$ cat config.mk
export PLATFORM = sky130hd
export DESIGN_NAME = sensor_delta_monitor
export DESIGN_NICKNAME = d
export VERILOG_FILES = /design/src/rtl/sensor_delta_monitor.sv
export SDC_FILE = /design/constraint.sdc
export NUM_CORES = 1
export LEC_CHECK = 0
export CORE_UTILIZATION = 40
export CTS_CLUSTER_SIZE = 28
export DETAILED_ROUTE_END_ITERATION = 6
export MAX_ROUTING_LAYER = met4
export SLEW_MARGIN = 25
export SYNTH_ARGS = -nofsm -noshare
export SYNTH_HDL_FRONTEND = slang
export SYNTH_SLANG_ARGS = --single-unit
export TNS_END_PERCENT = 1
$ cat constraint.sdc
create_clock -name clk -period 4.3 [get_ports clk]
set_input_delay 0.86 -clock clk [delete_from_list [all_inputs] [get_ports clk]]
set_output_delay 0.86 -clock clk [all_outputs]
set_load 0.05 [all_outputs]
$ cat src/rtl/sensor_delta_monitor.sv
// Per-channel change detector: a sample commits as the channel's new value once
// CONFIRM consecutive samples on that channel differ from it by more than threshold.
module sensor_delta_monitor #(
    parameter int WIDTH    = 8,
    parameter int CHANNELS = 4,
    parameter int CONFIRM  = 2,
    parameter int CNTW     = 16,
    localparam int CHW     = (CHANNELS > 1) ? $clog2(CHANNELS) : 1
) (
    input  logic                clk,
    input  logic                reset,
    input  logic                in_valid,
    input  logic [CHW-1:0]      in_ch,
    input  logic [WIDTH-1:0]    in_data,
    input  logic [WIDTH-1:0]    threshold,
    input  logic                clear,
    output logic                q,
    output logic [CHW-1:0]      q_ch,
    output logic [WIDTH-1:0]    q_value,
    output logic [WIDTH-1:0]    q_delta,
    output logic [CHANNELS-1:0] sticky,
    output logic [CNTW-1:0]     evt_count
);

    logic [WIDTH-1:0]    stored_q [CHANNELS];
    logic [3:0]          confirm_q [CHANNELS];
    logic                q_q;
    logic [CHW-1:0]      q_ch_q;
    logic [WIDTH-1:0]    q_value_q;
    logic [WIDTH-1:0]    q_delta_q;
    logic [CHANNELS-1:0] sticky_q, sticky_d;
    logic [CNTW-1:0]     evt_q, evt_d;

    logic                ch_ok;
    logic                accept;
    logic                over;
    logic                hit;
    logic [CHW-1:0]      ch_idx;
    logic [WIDTH-1:0]    cur;
    logic [WIDTH-1:0]    delta;
    logic [3:0]          conf_inc;

    always_comb begin
        ch_ok    = 32'(in_ch) < CHANNELS;
        // Out-of-range channels are steered to index 0 but never accepted.
        ch_idx   = ch_ok ? in_ch : '0;
        accept   = in_valid && ch_ok;
        cur      = stored_q[ch_idx];
        delta    = (cur > in_data) ? (cur - in_data) : (in_data - cur);
        over     = delta > threshold;
        conf_inc = confirm_q[ch_idx] + 4'd1;
        hit      = accept && over && (conf_inc == 4'(CONFIRM));

        for (int i = 0; i < CHANNELS; i++) begin
            sticky_d[i] = (sticky_q[i] && !clear) || (hit && (ch_idx == CHW'(i)));
        end

        // A commit on the same edge as clear leaves exactly that one event counted.
        if (hit) begin
            if (clear)
                evt_d = CNTW'(1);
            else
                evt_d = (&evt_q) ? evt_q : evt_q + CNTW'(1);
        end else begin
            evt_d = clear ? '0 : evt_q;
        end
    end

    always_ff @(posedge clk or posedge reset) begin
        if (reset) begin
            for (int i = 0; i < CHANNELS; i++) begin
                stored_q[i]  <= '0;
                confirm_q[i] <= '0;
            end
            q_q       <= 1'b0;
            q_ch_q    <= '0;
            q_value_q <= '0;
            q_delta_q <= '0;
            sticky_q  <= '0;
            evt_q     <= '0;
        end else begin
            q_q <= hit;
            if (hit) begin
                q_ch_q    <= ch_idx;
                q_value_q <= in_data;
                q_delta_q <= delta;
            end
            if (accept) begin
                if (!over) begin
                    confirm_q[ch_idx] <= '0;
                end else if (hit) begin
                    confirm_q[ch_idx] <= '0;
                    stored_q[ch_idx]  <= in_data;
                end else begin
                    confirm_q[ch_idx] <= conf_inc;
                end
            end
            sticky_q <= sticky_d;
            evt_q    <= evt_d;
        end
    end

    assign q         = q_q;
    assign q_ch      = q_ch_q;
    assign q_value   = q_value_q;
    assign q_delta   = q_delta_q;
    assign sticky    = sticky_q;
    assign evt_count = evt_q;

endmodule

-- Word level (Yosys, flattened, before mapping)
Index checks and enable logic that the tools add are counted.
- register bits after elaboration: 87
- input port bits: 22
- output and inout bits: 39
- word-level logic and storage cells: 70
- add/subtract/negate cells: 4
- magnitude comparators: 4
- equal/unequal tests: 5
- multiplexer cells: 19
- bitwise gates (word level): 3
- reductions and logical operators: 21
- operators with widths (cell ; number):
    $mux 16 ; 6
    $bwmux 32 ; 1
    $mux 8 ; 4
    $add 16x1->16 const B ; 1
    $and 16x16->16 ; 1
    $bmux 8 s2 ; 1
    $bwmux 16 ; 1
    $demux 8 s2 ; 1
    $gt 8x8->1 ; 2
    $not 16->16 ; 1
    $reduce_and 16->1 ; 1
    $sub 8x8->8 ; 2
    $mux 4 ; 3
    $logic_and 1x1->1 ; 11
    $bmux 4 s2 ; 1
    $demux 4 s2 ; 1
    $add 4x1->4 const B ; 1
    $eq 2x2->1 const B ; 2
    $eq 4x2->1 const B ; 1
    $logic_or 1x1->1 ; 4
    $ge 3x3->1 const B ; 1
    $lt 3x1->1 const B ; 1
    $not 2->3 ; 1
    $reduce_and 3->1 ; 1
    other kinds (6) ; 6

-- Depth between registers and ports, before layout
Gate-level depths: netlist (run 1).
- word-level depth: 11
- mapped depth: 21
- gate-level depth less buffers: 17

-- Worst setup path before layout (run 1)
Ideal clock, no wire load.
- kind: input to register
- start point: in in_ch[0]
- end point: reg evt_q[6] (netlist: evt_count[6])
- setup time: 0.125 ns
- data arrival time: 5.557 ns
- path slack: -1.382 ns
- stages on the path: 20
- buffers on the path: 4
- cells stage by stage: buf_6 -> buf_1 -> mux4_2 -> inv_1 -> ha_1 -> inv_1 -> fa_1 -> nand3_1 -> a21boi_0 -> o21ai_1 -> mux2_2 -> ha_1 -> nor2b_1 -> o211ai_1 -> a211o_1 -> and2_1 -> clkbuf_1 -> clkbuf_1 -> nor3_1 -> mux2_2
- cells in the longest elaborated chain, start to end: 11
- elaborated cells between the ends (all ways): 19
- ends and longest elaborated chain (what ; RTL line ; source):
    from (decl) ; 13 ; input logic [CHW-1:0] in_ch,
    $not 2->3 (not written as such) * ; 48 ; cur = stored_q[ch_idx];
    $bmux 8 s2 * ; 48 ;
    $mux 8 (not written as such) * (2 in a row) ; 48 ;
    $sub 8x8->8 / $gt 8x8->1 (equally long branches) ; 49 ; delta = (cur > in_data) ? (cur - in_data) : (in_data - cur);
    $mux 8 * ; 49 ;
    net delta[1] ; 40 ; logic [WIDTH-1:0] delta;
    $gt 8x8->1 * ; 50 ; over = delta > threshold;
    $logic_and 1x1->1 * (2 in a row) ; 52 ; hit = accept && over && (conf_inc == 4'(CONFIRM));
    $reduce_bool 2->1 (no source line) ; - ;
    $reduce_and 2->1 (no source line) ; - ;
    to (signal assigned) ; 99 ; evt_q <= evt_d;
    to (decl) ; 32 ; logic [CNTW-1:0] evt_q, evt_d;
Mark *: on every way through the listed nets, which the timed path passes. The rest lies on a longest branch. The select of a mux whose other input is x is not followed.
A chain may end at the register's enable or synchronous reset.

-- Worst setup path after layout (run 1)
- start point: in in_ch[0]
- end point: reg stored_q[26] in the netlist's numbering
- cells in the longest elaborated chain, start to end: 10
- elaborated cells between the ends (all ways): 23
- ends and longest elaborated chain (what ; RTL line ; source):
    $not 2->3 (not written as such) * ; 48 ;
    $bmux 8 s2 * ; 48 ;
    $mux 8 (not written as such) * (2 in a row) ; 48 ;
    $sub 8x8->8 / $gt 8x8->1 (equally long branches) ; 49 ;
    $mux 8 * ; 49 ;
    net delta[3] ; 40 ;
    $gt 8x8->1 * ; 50 ;
    $logic_and 1x1->1 (2 in a row) ; 52 ;
    $reduce_and 3->1 (no source line) * ; - ;
    to (signal, indexed assignment) ; 93 ; stored_q[ch_idx] <= in_data;
    to (decl) ; 25 ; logic [WIDTH-1:0] stored_q [CHANNELS];
Marks and branches as above.

==> results of run 1 <==
## metal layers
layer,part of all wire,track usage,wire [µm],vias to the layer above
li1,-,-,-,1840
met1,0.46,0.289,5760,1926
met2,0.48,0.320,6010,96
met3,0.037,0.0303,459,20
met4,0.025,0.0982,316,0
met5,0,-,0,-
## cells in the final DEF (no fill, tap or decap), types with 3 or more instances in the layout
cell	count
sky130_fd_sc_hd__o31ai_1	10
sky130_fd_sc_hd__buf_4	57
sky130_fd_sc_hd__nand3_1	11
sky130_fd_sc_hd__mux2_4	17
sky130_fd_sc_hd__a21o_1	7
sky130_fd_sc_hd__o211ai_1	4
sky130_fd_sc_hd__o21ai_0	14
sky130_fd_sc_hd__a31o_2	3
sky130_fd_sc_hd__ha_4	5
sky130_fd_sc_hd__nand4_1	6
sky130_fd_sc_hd__clkdlybuf4s50_1	58
sky130_fd_sc_hd__nand3b_1	3
sky130_fd_sc_hd__and3_1	9
sky130_fd_sc_hd__and4_4	3
sky130_fd_sc_hd__dfrtp_1	87
sky130_fd_sc_hd__o21ai_1	3
sky130_fd_sc_hd__or2_2	4
sky130_fd_sc_hd__a21oi_1	8
sky130_fd_sc_hd__or4_1	5
sky130_fd_sc_hd__or4_4	3
sky130_fd_sc_hd__buf_12	7
sky130_fd_sc_hd__nor2_1	9
sky130_fd_sc_hd__mux2_2	38
sky130_fd_sc_hd__nand2_1	30
sky130_fd_sc_hd__ha_1	20
sky130_fd_sc_hd__xor2_1	3
sky130_fd_sc_hd__inv_1	30
sky130_fd_sc_hd__a31oi_1	6
sky130_fd_sc_hd__mux4_2	10
sky130_fd_sc_hd__a21oi_2	7
sky130_fd_sc_hd__nor2b_1	5
sky130_fd_sc_hd__clkbuf_16	9
sky130_fd_sc_hd__xnor2_1	3
sky130_fd_sc_hd__and4_1	3
## critical path: cells and delay by family
kind | cells | cell delay [ps]
AND/OR/NAND/NOR | 4 | 990
multiplexers | 3 | 1130
AO/OA/AOI/OAI | 4 | 750
buffers and inverters | 4 | 520
adder cells (fa/ha/maj) | 2 | 620
XOR/XNOR | 1 | 100
## layout make-up
cell class | instances | share of cell area
multi-input combinational | 298 | 0.418
sequential | 87 | 0.314
timing repair buffer | 126 | 0.175
clock buffer | 10 | 0.0345
tap | 168 | 0.0303
inverter | 33 | 0.0181
clock inverter | 6 | 0.00975
## per-stage QoR
stage / cell area (µm²) / setup slack, ps / setup TNS (ps)
2_1_floorplan: 5080 / -623 / -31690
6_report: 6930 / -453 / -22160
3_3_place_gp: 6280 / -1300 / -93690
3_5_place_dp: 6280 / -1370 / -101410
4_1_cts: 6830 / -534 / -24520
5_1_grt: 6930 / -596 / -40120
## power groups by stage
stage	logic (mW)	registers, mW	clock network, mW
2_1_floorplan	1.40	1.55	0
3_3_place_gp	2.59	1.24	0
3_5_place_dp	2.65	1.26	0
4_1_cts	2.83	1.24	0.837
5_1_grt	3.22	1.28	0.877
6_report	2.97	1.24	0.819
## synth_stat cells, types with 4 or more instances
master / instances
sky130_fd_sc_hd__a21o_1: 7
sky130_fd_sc_hd__a21oi_1: 17
sky130_fd_sc_hd__a221oi_1: 4
sky130_fd_sc_hd__a31oi_1: 6
sky130_fd_sc_hd__and3_1: 9
sky130_fd_sc_hd__and4_1: 6
sky130_fd_sc_hd__buf_2: 4
sky130_fd_sc_hd__clkbuf_1: 8
sky130_fd_sc_hd__dfrtp_1: 87
sky130_fd_sc_hd__ha_1: 26
sky130_fd_sc_hd__inv_1: 33
sky130_fd_sc_hd__mux2_2: 47
sky130_fd_sc_hd__mux2_4: 8
sky130_fd_sc_hd__mux2i_1: 4
sky130_fd_sc_hd__mux4_2: 10
sky130_fd_sc_hd__nand2_1: 30
sky130_fd_sc_hd__nand3_1: 12
sky130_fd_sc_hd__nand4_1: 6
sky130_fd_sc_hd__nor2_1: 10
sky130_fd_sc_hd__nor2b_1: 6
sky130_fd_sc_hd__nor3_1: 4
sky130_fd_sc_hd__o211ai_1: 4
sky130_fd_sc_hd__o21ai_0: 19
sky130_fd_sc_hd__o31ai_1: 10
sky130_fd_sc_hd__or2_2: 4
sky130_fd_sc_hd__or4_1: 7
sky130_fd_sc_hd__xnor2_1: 5
## registers in the layout (all words and copies together), names as in the netlist
name and count:
q_delta 8, q 1, sticky 4, q_ch 2
evt_count 16, q_value 8, confirm_q 16, stored_q 32
## final timing paths
kind                                     from            end  slack (ps)
worst max-delay path                 in_ch[0]   stored_q[26]        -450
worst min-delay path            confirm_q[13]  confirm_q[13]         480
worst max register to register    stored_q[0]   stored_q[26]        -140
worst min register to register  confirm_q[13]  confirm_q[13]         480
max in group asynchronous               reset     q_delta[3]        2620
min in group asynchronous               reset     q_value[4]         880
## logic make-up (layout without fill, tap and decap cells)
family          after synthesis  count (layout)
buf+inv                      50             175
mux                          71              71
compound gates               82              82
fa+ha+maj                    28              28
simple gates                107             108
flops                        87              87
xor+xnor                      9               9
## what timing repair did
action	4_1_cts	5_1_grt
setup buffers	8	3
pin swaps	16	16
resized for setup	46	19
cloned	2	0
endpoints found under the setup margin	87	87
==> impl_metrics.prom, run 1 <==
# TYPE chip_impl_metric gauge
chip_impl_metric{name="tritoncts_buffers",unit=""} 9
chip_impl_metric{name="cellLeakagePower",unit="nW"} 3.10
chip_impl_metric{name="drc_errors",unit=""} 0
chip_impl_metric{name="drv_slew",unit=""} 0
chip_impl_metric{name="die-height",unit="µm"} 114
chip_impl_metric{name="cts.hold.buffers_added",unit=""} 0
chip_impl_metric{name="globalplace.congestion",unit=""} 0.835
chip_impl_metric{name="combinationalPowerShare",unit=""} 0.591
chip_impl_metric{name="number_of_drc_markers_in_iteration_0",unit=""} 162
chip_impl_info{name="cp_slowest_cell",value="sky130_fd_sc_hd__or4_4"} 1
chip_impl_metric{name="report.final.hold_viol_count",unit=""} 0
chip_impl_metric{name="h-tree-depth",unit=""} 3
chip_impl_metric{name="synth.yosys.seq_area_share",unit=""} 0.438
chip_impl_metric{name="internal-power",unit="mW"} 2.98
chip_impl_metric{name="number_of_global_route_vias_before_repair",unit=""} 4049
chip_impl_metric{name="area_of_the_multi_input_gates",unit="µm²"} 2900
chip_impl_metric{name="regArea",unit="µm²"} 2180
chip_impl_metric{name="ctsLongestPathBuffers",unit=""} 2
chip_impl_metric{name="nets",unit=""} 605
chip_impl_metric{name="rows",unit=""} 40
chip_impl_metric{name="post_route_total_power",unit="mW"} 5.03
chip_impl_metric{name="fp.dieArea",unit="µm²"} 12900
chip_impl_metric{name="share_clk_of_total_power",unit=""} 0.163
chip_impl_metric{name="finalCoreUtilization",unit=""} 0.574
chip_impl_metric{name="tcrit_tclk_final",unit=""} 1.11
chip_impl_metric{name="netlist_area",unit="µm²"} 4980
chip_impl_metric{name="critical_path.max_fanout",unit=""} 6
chip_impl_metric{name="starting_utilization_of_the_core_area",unit=""} 0.413
chip_impl_metric{name="max_frequency",unit="GHz"} 0.210
chip_impl_metric{name="synth-edff-count",unit=""} 0
chip_impl_metric{name="synth_simple_gate_area_share",unit=""} 0.124
chip_impl_info{name="cp-end-kind",value="flop"} 1
chip_impl_metric{name="grt_antenna_before_repair",unit=""} 0
chip_impl_metric{name="yosys.area_share.xor_xnor",unit=""} 0.0173
chip_impl_metric{name="num_io_pins",unit=""} 61
chip_impl_metric{name="dr_total_vias",unit=""} 3882
chip_impl_metric{name="vdd_ir_drop_max",unit="µV"} 298
chip_impl_metric{name="postLayoutSetupSlackWorst",unit="ps"} -453
chip_impl_metric{name="place.port_buffers",unit=""} 60
chip_impl_info{name="cts_tree",value="done"} 1
chip_impl_metric{name="synth.distinct_cells",unit=""} 55
chip_impl_metric{name="insertion_delay",unit="ps"} 350
chip_impl_info{name="cell_accounting_for_the_most_synthesized_area",value="sky130_fd_sc_hd__dfrtp_1"} 1
chip_impl_metric{name="final_cells",unit=""} 728
chip_impl_info{name="cts_root_buf",value="sky130_fd_sc_hd__clkbuf_16"} 1
chip_impl_metric{name="core_outline_area",unit="µm²"} 12100
chip_impl_metric{name="synthesis.nets",unit=""} 484
chip_impl_metric{name="p_sw",unit="mW"} 2.06
chip_impl_metric{name="post_synth_mux_area_share",unit=""} 0.194
chip_impl_metric{name="routed_wl",unit="µm"} 12500
chip_impl_info{name="synth_top_family_by_area",value="multiplexers"} 1
chip_impl_info{name="critical_path_startpoint_category",value="input port"} 1
chip_impl_metric{name="gr-total-overflow",unit=""} 0
chip_impl_metric{name="grt_pass1_wl",unit="µm"} 20500
chip_impl_metric{name="hold_ws",unit="ps"} 482
chip_impl_metric{name="critPathRequiredTime",unit="ps"} 4530
chip_impl_metric{name="tightestPinTransition",unit="ps"} 596
chip_impl_metric{name="power_density",unit="nW/µm²"} 727
chip_impl_info{name="synth_ff_type",value="sky130_fd_sc_hd__dfrtp_1"} 1
chip_impl_metric{name="synth_seq_cells",unit=""} 87
chip_impl_metric{name="die_wd",unit="µm"} 114
chip_impl_metric{name="number_of_clock_sinks",unit=""} 87
chip_impl_metric{name="ys_warn_count",unit=""} 0
chip_impl_metric{name="cap_viol_max_count",unit=""} 0
chip_impl_metric{name="finalCriticalPeriod",unit="ps"} 4750
chip_impl_metric{name="largest_net_degree_at_the_start_of_global_routing",unit=""} 33
chip_impl_metric{name="pwr-share-seq",unit=""} 0.247
chip_impl_info{name="worstPathCellList",value="buf_12 > buf_8 > mux4_2 > ha_4 > a21oi_4 > o21ai_4 > buf_6 > o21ai_4 > buf_12 > mux2i_4 > xnor2_2 > ha_1 > nand4_1 > nor2_1 > a211o_1 > and2_4 > or4_4 > mux2_4"} 1
chip_impl_metric{name="detail_route.first_pass.iterations",unit=""} 4
chip_impl_metric{name="netlist.area_leader.share",unit=""} 0.438
chip_impl_metric{name="synth-compound-area-share",unit=""} 0.110
chip_impl_metric{name="finish_stage_setup_viols",unit=""} 86
chip_impl_metric{name="route.detailed.wl_per_inst",unit="µm"} 17.2
chip_impl_metric{name="worstHoldPathCells",unit=""} 2
chip_impl_metric{name="final_layout_size_suffix_gt1_frac",unit=""} 0.366
chip_impl_metric{name="r2r.worst_path.cells",unit=""} 18
chip_impl_metric{name="slew_headroom",unit=""} 0.602
chip_impl_metric{name="dp_hpwl",unit="µm"} 8700
chip_impl_metric{name="clk_transition_reported_paths",unit="ps"} 70
chip_impl_metric{name="syn_to_final_growth",unit="%"} 39.3
chip_impl_info{name="kind_of_critical_path",value="in2reg"} 1
chip_impl_metric{name="async_reset_ff_frac",unit=""} 1.00
chip_impl_info{name="failed_checks",value="setup timing"} 1
chip_impl_metric{name="synthesis.area_per_instance",unit="µm²"} 11.5
chip_impl_info{name="rsz0062_at_grt",value="yes"} 1
chip_impl_metric{name="final.setup_skew",unit="ps"} 9.21
chip_impl_metric{name="groute.usage.overall",unit=""} 0.214
chip_impl_metric{name="diodes",unit=""} 0
chip_impl_metric{name="placed_insts",unit=""} 700
chip_impl_metric{name="final_antenna_net_count",unit=""} 0
chip_impl_metric{name="synthAdderAreaFrac",unit=""} 0.0734
chip_impl_info{name="min-delay-path-class",value="reg2reg"} 1
chip_impl_metric{name="crit_arrival",unit="ps"} 4980
chip_impl_metric{name="switching_share",unit=""} 0.409
chip_impl_metric{name="cp_slowest_stage_delay",unit="ps"} 600
chip_impl_metric{name="fill_cells",unit=""} 1040
chip_impl_info{name="outcome",value="finished with violations"} 1
chip_impl_metric{name="synthCells",unit=""} 434
chip_impl_metric{name="route.detailed.vias_per_inst",unit=""} 5.33
chip_impl_info{name="synth_area_leaders",value="sky130_fd_sc_hd__dfrtp_1 44%, sky130_fd_sc_hd__mux2_2 11%, sky130_fd_sc_hd__ha_1 6.5%, sky130_fd_sc_hd__mux4_2 4.5%, sky130_fd_sc_hd__inv_1 2.5%"} 1
(Power assumes the default switching activity.)
==> inputs of run 2 (changes only) <==
- CORE_UTILIZATION: 40 -> 30
==> run 2 against run 1 <==
  * The run still ends with setup timing left
  * Flip-flop and latch count unchanged
  * Critical path depth unchanged
  * Setup slack got worse by 34 ps
  * Utilization decreased by 13 points
  * Sequential power about the same
  * First-iteration DRC count increased by 21%
  * Total power increased by 5.7%
  * Die area increased by 33%
  * Fmax decreased by 0.72%
  * Worst hold slack got worse by 8.2 ps
  * Final area increased by 2.4%
  * Via count about the same
  * Critical path type unchanged
==> impl_metrics.prom, run 2 (synthesis gave the netlist of run 1 again) <==
# TYPE chip_impl_metric gauge
chip_impl_info{name="outcome",value="finished with violations"} 1
chip_impl_info{name="failed_checks",value="setup timing"} 1
chip_impl_metric{name="postLayoutSetupSlackWorst",unit="ps"} -487
chip_impl_metric{name="tritoncts_buffers",unit=""} 9
chip_impl_metric{name="globalplace.congestion",unit=""} 0.831
chip_impl_metric{name="syn_to_final_growth",unit="%"} 42.6
chip_impl_metric{name="power_density",unit="nW/µm²"} 750
chip_impl_info{name="cts_tree",value="done"} 1
chip_impl_metric{name="final_antenna_net_count",unit=""} 0
chip_impl_metric{name="report.final.hold_viol_count",unit=""} 0
chip_impl_metric{name="number_of_global_route_vias_before_repair",unit=""} 4052
chip_impl_info{name="kind_of_critical_path",value="in2reg"} 1
chip_impl_info{name="mostFrequentLayoutCell",value="sky130_fd_sc_hd__dfrtp_1"} 1
chip_impl_metric{name="p_sw",unit="mW"} 2.10
chip_impl_metric{name="grt_pass1_wl",unit="µm"} 20800
chip_impl_metric{name="number_of_clock_sinks",unit=""} 87
chip_impl_metric{name="diodes",unit=""} 0
chip_impl_metric{name="die_wd",unit="µm"} 131
chip_impl_metric{name="core_outline_area",unit="µm²"} 16100
chip_impl_metric{name="largest_net_degree_at_the_start_of_global_routing",unit=""} 43
chip_impl_metric{name="tightestPinTransition",unit="ps"} 806
chip_impl_metric{name="h-tree-depth",unit=""} 3
chip_impl_metric{name="regArea",unit="µm²"} 2180
chip_impl_metric{name="combinationalPowerShare",unit=""} 0.597
chip_impl_metric{name="starting_utilization_of_the_core_area",unit=""} 0.310
chip_impl_metric{name="route.detailed.wl_per_inst",unit="µm"} 16.4
chip_impl_metric{name="finalCriticalPeriod",unit="ps"} 4790
chip_impl_metric{name="slew_headroom",unit=""} 0.461
chip_impl_metric{name="cts.hold.buffers_added",unit=""} 0
chip_impl_metric{name="share_clk_of_total_power",unit=""} 0.169
chip_impl_info{name="rsz0062_at_grt",value="yes"} 1
chip_impl_metric{name="ctsLongestPathBuffers",unit=""} 2
chip_impl_info{name="min-delay-path-class",value="reg2reg"} 1
chip_impl_metric{name="internal-power",unit="mW"} 3.22
chip_impl_metric{name="nets",unit=""} 612
chip_impl_metric{name="dr_total_vias",unit=""} 3884
chip_impl_metric{name="tcrit_tclk_final",unit=""} 1.11
chip_impl_metric{name="crit_arrival",unit="ps"} 5010
chip_impl_metric{name="route.detailed.vias_per_inst",unit=""} 4.97
chip_impl_metric{name="area_of_the_multi_input_gates",unit="µm²"} 2930
chip_impl_metric{name="final_layout_size_suffix_gt1_frac",unit=""} 0.366
chip_impl_metric{name="hold_ws",unit="ps"} 474
chip_impl_metric{name="drv_slew",unit=""} 0
chip_impl_metric{name="fp.dieArea",unit="µm²"} 17100
chip_impl_metric{name="critPathRequiredTime",unit="ps"} 4520
chip_impl_info{name="cp_slowest_cell",value="sky130_fd_sc_hd__or4_4"} 1
chip_impl_metric{name="groute.usage.overall",unit=""} 0.164
chip_impl_metric{name="fill_cells",unit=""} 1471
chip_impl_metric{name="number_of_drc_markers_in_iteration_0",unit=""} 196
chip_impl_info{name="most_frequent_cells_in_the_layout",value="87 x sky130_fd_sc_hd__dfrtp_1, 62 x sky130_fd_sc_hd__buf_4, 57 x sky130_fd_sc_hd__clkdlybuf4s50_1"} 1
chip_impl_metric{name="detail_route.first_pass.iterations",unit=""} 4
chip_impl_info{name="cell_type_group_with_the_largest_total_delay_on_the_critical_path",value="multiplexers"} 1
chip_impl_metric{name="cap_viol_max_count",unit=""} 0
chip_impl_metric{name="num_io_pins",unit=""} 61
chip_impl_info{name="worstPathCellList",value="buf_12 > buf_12 > mux4_2 > buf_6 > ha_4 > inv_2 > fa_2 > a21oi_4 > o21ai_1 > mux2_4 > a221oi_4 > xnor2_2 > ha_1 > nand4_1 > a211o_1 > and2_4 > or4_4 > mux2_4"} 1
chip_impl_info{name="cp-end-kind",value="flop"} 1
chip_impl_metric{name="drc_errors",unit=""} 0
chip_impl_metric{name="finish_stage_setup_viols",unit=""} 87
chip_impl_metric{name="post_route_total_power",unit="mW"} 5.32
chip_impl_metric{name="insertion_delay",unit="ps"} 340
chip_impl_info{name="cts_root_buf",value="sky130_fd_sc_hd__clkbuf_16"} 1
chip_impl_metric{name="cp_slowest_stage_delay",unit="ps"} 560
chip_impl_metric{name="die-height",unit="µm"} 131
chip_impl_metric{name="rows",unit=""} 46
chip_impl_metric{name="gr-total-overflow",unit=""} 0
chip_impl_metric{name="path_buf_inv",unit=""} 4
chip_impl_metric{name="largest_register_ffs",unit=""} 32
chip_impl_info{name="largest_register",value="stored_q"} 1
chip_impl_metric{name="final.setup_skew",unit="ps"} 10.6
chip_impl_metric{name="routed_wl",unit="µm"} 12800
chip_impl_metric{name="max_frequency",unit="GHz"} 0.209
chip_impl_metric{name="cellLeakagePower",unit="nW"} 3.18
chip_impl_metric{name="switching_share",unit=""} 0.395
chip_impl_metric{name="pwr-share-seq",unit=""} 0.234
chip_impl_metric{name="critical_path.max_fanout",unit=""} 5
chip_impl_metric{name="grt_antenna_before_repair",unit=""} 0
chip_impl_metric{name="dp_hpwl",unit="µm"} 9000
chip_impl_info{name="critical_path_startpoint_category",value="input port"} 1
chip_impl_metric{name="vdd_ir_drop_max",unit="µV"} 360
chip_impl_metric{name="place.port_buffers",unit=""} 60
chip_impl_metric{name="clk_transition_reported_paths",unit="ps"} 60
run 2: changes by cell type in the layout (fill, tap and decap cells not counted), moves of 2 or more:
cell                        change
sky130_fd_sc_hd__mux2i_4        -2
sky130_fd_sc_hd__nand2_1        -2
sky130_fd_sc_hd__buf_4          +5
sky130_fd_sc_hd__a21oi_1        +4
sky130_fd_sc_hd__mux2_4        +13
sky130_fd_sc_hd__mux2_2        -13
sky130_fd_sc_hd__buf_6          +5
sky130_fd_sc_hd__buf_12         -2
sky130_fd_sc_hd__bufinv_16      +2
sky130_fd_sc_hd__a21oi_2        -4
run 2: worst register-to-register path: stages (launching register included):
cell                       delay (ps)
sky130_fd_sc_hd__dfrtp_1          390
sky130_fd_sc_hd__mux4_2           500
sky130_fd_sc_hd__inv_2             90
sky130_fd_sc_hd__ha_4             130
sky130_fd_sc_hd__inv_2             40
sky130_fd_sc_hd__fa_2             360
sky130_fd_sc_hd__nand3_4          120
sky130_fd_sc_hd__a21oi_2           60
sky130_fd_sc_hd__mux2_4           280
sky130_fd_sc_hd__a221oi_4         330
sky130_fd_sc_hd__xnor2_2          120
sky130_fd_sc_hd__ha_1             300
sky130_fd_sc_hd__nand4_1          160
sky130_fd_sc_hd__a211o_1          340
sky130_fd_sc_hd__and2_4           170
sky130_fd_sc_hd__or4_4            560
sky130_fd_sc_hd__mux2_4           330
run 2: per-stage QoR:
step / cell area [µm²] / worst slack (ps) / setup TNS, ps / util / instances
2_1_floorplan: 5080 / -623 / -31690 / - / 434
6_report: 7100 / -487 / -25420 / 0.442 / 782
4_1_cts: 6990 / -511 / -26680 / 0.435 / 777
3_3_place_gp: 6300 / -1260 / -96280 / 0.393 / 748
3_5_place_dp: 6300 / -1340 / -102150 / 0.393 / 748
5_1_grt: 7100 / -608 / -39960 / 0.442 / 782
run 2: power groups by stage:
stage | combinational [mW] | sequential, mW | clock, mW
final | 3.18 | 1.25 | 0.900
after global routing | 3.42 | 1.28 | 0.948
after CTS | 3.00 | 1.25 | 0.922
after detailed placement | 2.68 | 1.25 | 0
after global placement | 2.62 | 1.24 | 0
after floorplan | 1.40 | 1.55 | 0
run 2: worst paths after layout:
kind,start,endpoint,slack [ps],cells past startpoint
setup / recovery,in_ch[0],stored_q[30],-490,18
hold / removal,confirm_q[9],confirm_q[9],470,2
setup reg to reg,stored_q[8],stored_q[30],-100,16
hold reg to reg,confirm_q[9],confirm_q[9],470,2
max in group asynchronous,reset,evt_count[8],2530,3
min in group asynchronous,reset,stored_q[13],950,2
run 2: cell type report:
cell class / instances / share of cell area
Inverter: 33 / 0.0176
Timing Repair Buffer: 133 / 0.177
Sequential cell: 87 / 0.307
Clock inverter: 5 / 0.0150
Clock buffer: 10 / 0.0323
Multi-Input combinational cell: 298 / 0.413
Tap cell: 216 / 0.0381
run 2: timing repair:
item	CTS	global route
endpoints found under the setup margin	87	87
gates resized for setup	64	19
setup buffers	12	5
gates cloned	2	0
pin swaps	21	16
endpoints found under the hold margin	0	0
run 2: layer usage:
layer	GRT usage	vias up	routed length, µm
met5	-	-	0
met4	0.0609	0	199
li1	-	1859	-
met1	0.209	1927	5800
met2	0.269	82	6380
met3	0.0179	16	449
==> inputs of run 3 (changes only) <==
- CORE_MARGIN: default -> 2
- clock period: 4.3 -> 5.35 ns (I/O delays scaled with it)
==> run 3 against run 2 <==
  * Utilization is 3.1 points lower
  * The flow now finishes without violations
  * Global-route usage is 1.8 points lower
  * Wire length is 6.3% lower
  * Largest cell class unchanged
  * Non-clock buffer count is 8 lower
  * Flip-flop and latch count stayed put
==> impl_metrics.prom, run 3 (synthesis gave the netlist of run 1 again) <==
# TYPE chip_impl_metric gauge
chip_impl_info{name="outcome",value="finished clean"} 1
chip_impl_metric{name="grt_pass1_wl",unit="µm"} 20100
chip_impl_info{name="kind_of_critical_path",value="in2reg"} 1
chip_impl_info{name="cts_root_buf",value="sky130_fd_sc_hd__clkbuf_16"} 1
chip_impl_metric{name="routed_wl",unit="µm"} 12000
chip_impl_metric{name="cp_slowest_stage_delay",unit="ps"} 600
chip_impl_metric{name="syn_to_final_growth",unit="%"} 35.5
chip_impl_metric{name="r2r_slack",unit="ps"} 940
chip_impl_metric{name="die_wd",unit="µm"} 133
chip_impl_metric{name="setup_total_negative_slack",unit="ps"} 0
chip_impl_info{name="largest_register",value="stored_q"} 1
chip_impl_metric{name="finalCriticalPeriod",unit="ps"} 5070
chip_impl_metric{name="final.setup_skew",unit="ps"} 5.28
chip_impl_metric{name="nets",unit=""} 603
chip_impl_metric{name="detail_route.first_pass.iterations",unit=""} 4
chip_impl_metric{name="dp_hpwl",unit="µm"} 8840
chip_impl_info{name="cp-end-kind",value="flop"} 1
chip_impl_metric{name="num_io_pins",unit=""} 61
chip_impl_metric{name="insertion_delay",unit="ps"} 340
chip_impl_metric{name="globalplace.congestion",unit=""} 0.820
chip_impl_metric{name="crit_arrival",unit="ps"} 5290
chip_impl_info{name="cell_type_group_with_the_largest_total_delay_on_the_critical_path",value="multiplexers"} 1
chip_impl_metric{name="max_frequency",unit="GHz"} 0.197
chip_impl_metric{name="rows",unit=""} 47
chip_impl_metric{name="path_buf_inv",unit=""} 4
chip_impl_metric{name="critPathRequiredTime",unit="ps"} 5580
chip_impl_metric{name="place.port_buffers",unit=""} 60
chip_impl_metric{name="route.detailed.vias_per_inst",unit=""} 4.90
chip_impl_metric{name="drv_slew",unit=""} 0
chip_impl_metric{name="pre_cts_ws",unit="ps"} -752
chip_impl_metric{name="dr_total_vias",unit=""} 3819
chip_impl_info{name="most_frequent_cells_in_the_layout",value="87 x sky130_fd_sc_hd__dfrtp_1, 60 x sky130_fd_sc_hd__buf_4, 58 x sky130_fd_sc_hd__clkdlybuf4s50_1"} 1
chip_impl_metric{name="cts.hold.buffers_added",unit=""} 0
chip_impl_metric{name="number_of_global_route_vias_before_repair",unit=""} 3903
chip_impl_metric{name="report.final.hold_viol_count",unit=""} 0
chip_impl_metric{name="clk_transition_reported_paths",unit="ps"} 60
chip_impl_metric{name="core_outline_area",unit="µm²"} 16400
chip_impl_metric{name="slew_headroom",unit=""} 0.441
chip_impl_metric{name="h-tree-depth",unit=""} 3
chip_impl_metric{name="number_of_clock_sinks",unit=""} 87
chip_impl_metric{name="critical_path.max_fanout",unit=""} 9
chip_impl_info{name="mostFrequentLayoutCell",value="sky130_fd_sc_hd__dfrtp_1"} 1
chip_impl_metric{name="number_of_drc_markers_in_iteration_0",unit=""} 211
chip_impl_info{name="critical_path_startpoint_category",value="input port"} 1
chip_impl_metric{name="finalCoreUtilization",unit=""} 0.411
chip_impl_metric{name="fill_cells",unit=""} 1517
chip_impl_metric{name="grt_antenna_before_repair",unit=""} 1
chip_impl_metric{name="route.detailed.wl_per_inst",unit="µm"} 15.4
chip_impl_metric{name="placed_insts",unit=""} 755
chip_impl_metric{name="starting_utilization_of_the_core_area",unit=""} 0.303
chip_impl_metric{name="finish_stage_setup_viols",unit=""} 0
chip_impl_metric{name="groute.usage.overall",unit=""} 0.146
chip_impl_metric{name="postLayoutSetupSlackWorst",unit="ps"} 282
chip_impl_metric{name="final_cells",unit=""} 779
chip_impl_metric{name="tritoncts_buffers",unit=""} 9
chip_impl_metric{name="drc_errors",unit=""} 0
chip_impl_metric{name="hold_ws",unit="ps"} 475
chip_impl_metric{name="fp.dieArea",unit="µm²"} 17600
chip_impl_metric{name="tightestPinTransition",unit="ps"} 837
chip_impl_metric{name="final_antenna_net_count",unit=""} 0
chip_impl_metric{name="cellLeakagePower",unit="nW"} 3.06
chip_impl_metric{name="power_density",unit="nW/µm²"} 581
chip_impl_metric{name="tcrit_tclk_final",unit=""} 0.947
chip_impl_metric{name="cap_viol_max_count",unit=""} 0
chip_impl_info{name="cp_slowest_cell",value="sky130_fd_sc_hd__or4_4"} 1
chip_impl_metric{name="final_layout_size_suffix_gt1_frac",unit=""} 0.324
chip_impl_info{name="rsz0062_at_grt",value="no"} 1
chip_impl_info{name="cp_common_cell",value="sky130_fd_sc_hd__ha_1"} 1
chip_impl_metric{name="largest_net_degree_at_the_start_of_global_routing",unit=""} 50
chip_impl_metric{name="die-height",unit="µm"} 133
chip_impl_metric{name="ctsLongestPathBuffers",unit=""} 2
chip_impl_info{name="min-delay-path-class",value="reg2reg"} 1
chip_impl_info{name="cts_tree",value="done"} 1
chip_impl_metric{name="gr-total-overflow",unit=""} 0
chip_impl_metric{name="vdd_ir_drop_max",unit="µV"} 271
chip_impl_metric{name="largest_register_ffs",unit=""} 32
chip_impl_info{name="worstPathCellList",value="buf_2 > buf_12 > mux4_2 > buf_4 > ha_1 > inv_1 > fa_2 > a21oi_2 > o21ai_0 > mux2_2 > a221oi_2 > xnor2_1 > ha_1 > nand4_1 > nor2_1 > a211o_1 > and2_4 > or4_4 > mux2_4"} 1
[run 3: routing by layer]
layer	global-route usage	share of wire	vias up
li1	-	-	1837
met1	0.204	0.49	1891
met2	0.216	0.46	78
met3	0.0249	0.037	13
met4	0.0490	0.013	0
met5	-	0	-
[run 3: final cells by class]
type | count | area, µm² | share of cell area
antenna | 1 | 2.50 | 0.000371
clock buffer | 11 | 243 | 0.0360
tap | 220 | 275 | 0.0408
multi-input combinational | 297 | 2700 | 0.400
sequential | 87 | 2180 | 0.323
clock inverter | 5 | 57.6 | 0.00854
inverter | 33 | 125 | 0.0186
timing repair buffer | 125 | 1160 | 0.172
[run 3: worst min-delay path, cell delays in order (launching register included)]
cell and delay, ps:
sky130_fd_sc_hd__dfrtp_1 340, sky130_fd_sc_hd__nand2_1 50, sky130_fd_sc_hd__o31ai_1 50
[run 3: report_power, final]
part           switching (mW)  total [mW]  leakage [nW]  internal, mW
Clock                   0.262       0.636         0.149         0.375
Combinational            1.18        2.28          1.76          1.10
Sequential              0.119       0.998          1.15         0.879
[run 3: what timing repair did]
item / CTS / global route
hold endpoints to repair: 0 / 0
endpoints found under the setup margin: 62 / 59
gates cloned: 1 / 0
pin swaps: 6 / 9
setup buffers: 5 / 2
gates resized for setup: 10 / 20
[run 3: final timing paths]
path | from | endpoint | depth (start not counted)
max in group asynchronous | reset | q_delta[1] | 3
min in group asynchronous | reset | sticky[1] | 2
worst min register to register | confirm_q[1] | confirm_q[1] | 2
worst max register to register | stored_q[0] | stored_q[31] | 17
worst min-delay path | confirm_q[1] | confirm_q[1] | 2
worst max-delay path | in_ch[0] | stored_q[31] | 19
[run 3: stage by stage]
stage	power, mW	area [µm²]
floorplan	2.31	5000
global placement	3.08	6260
detailed placement	3.14	6260
CTS	3.86	6660
global route	4.19	6740
finish	3.92	6740
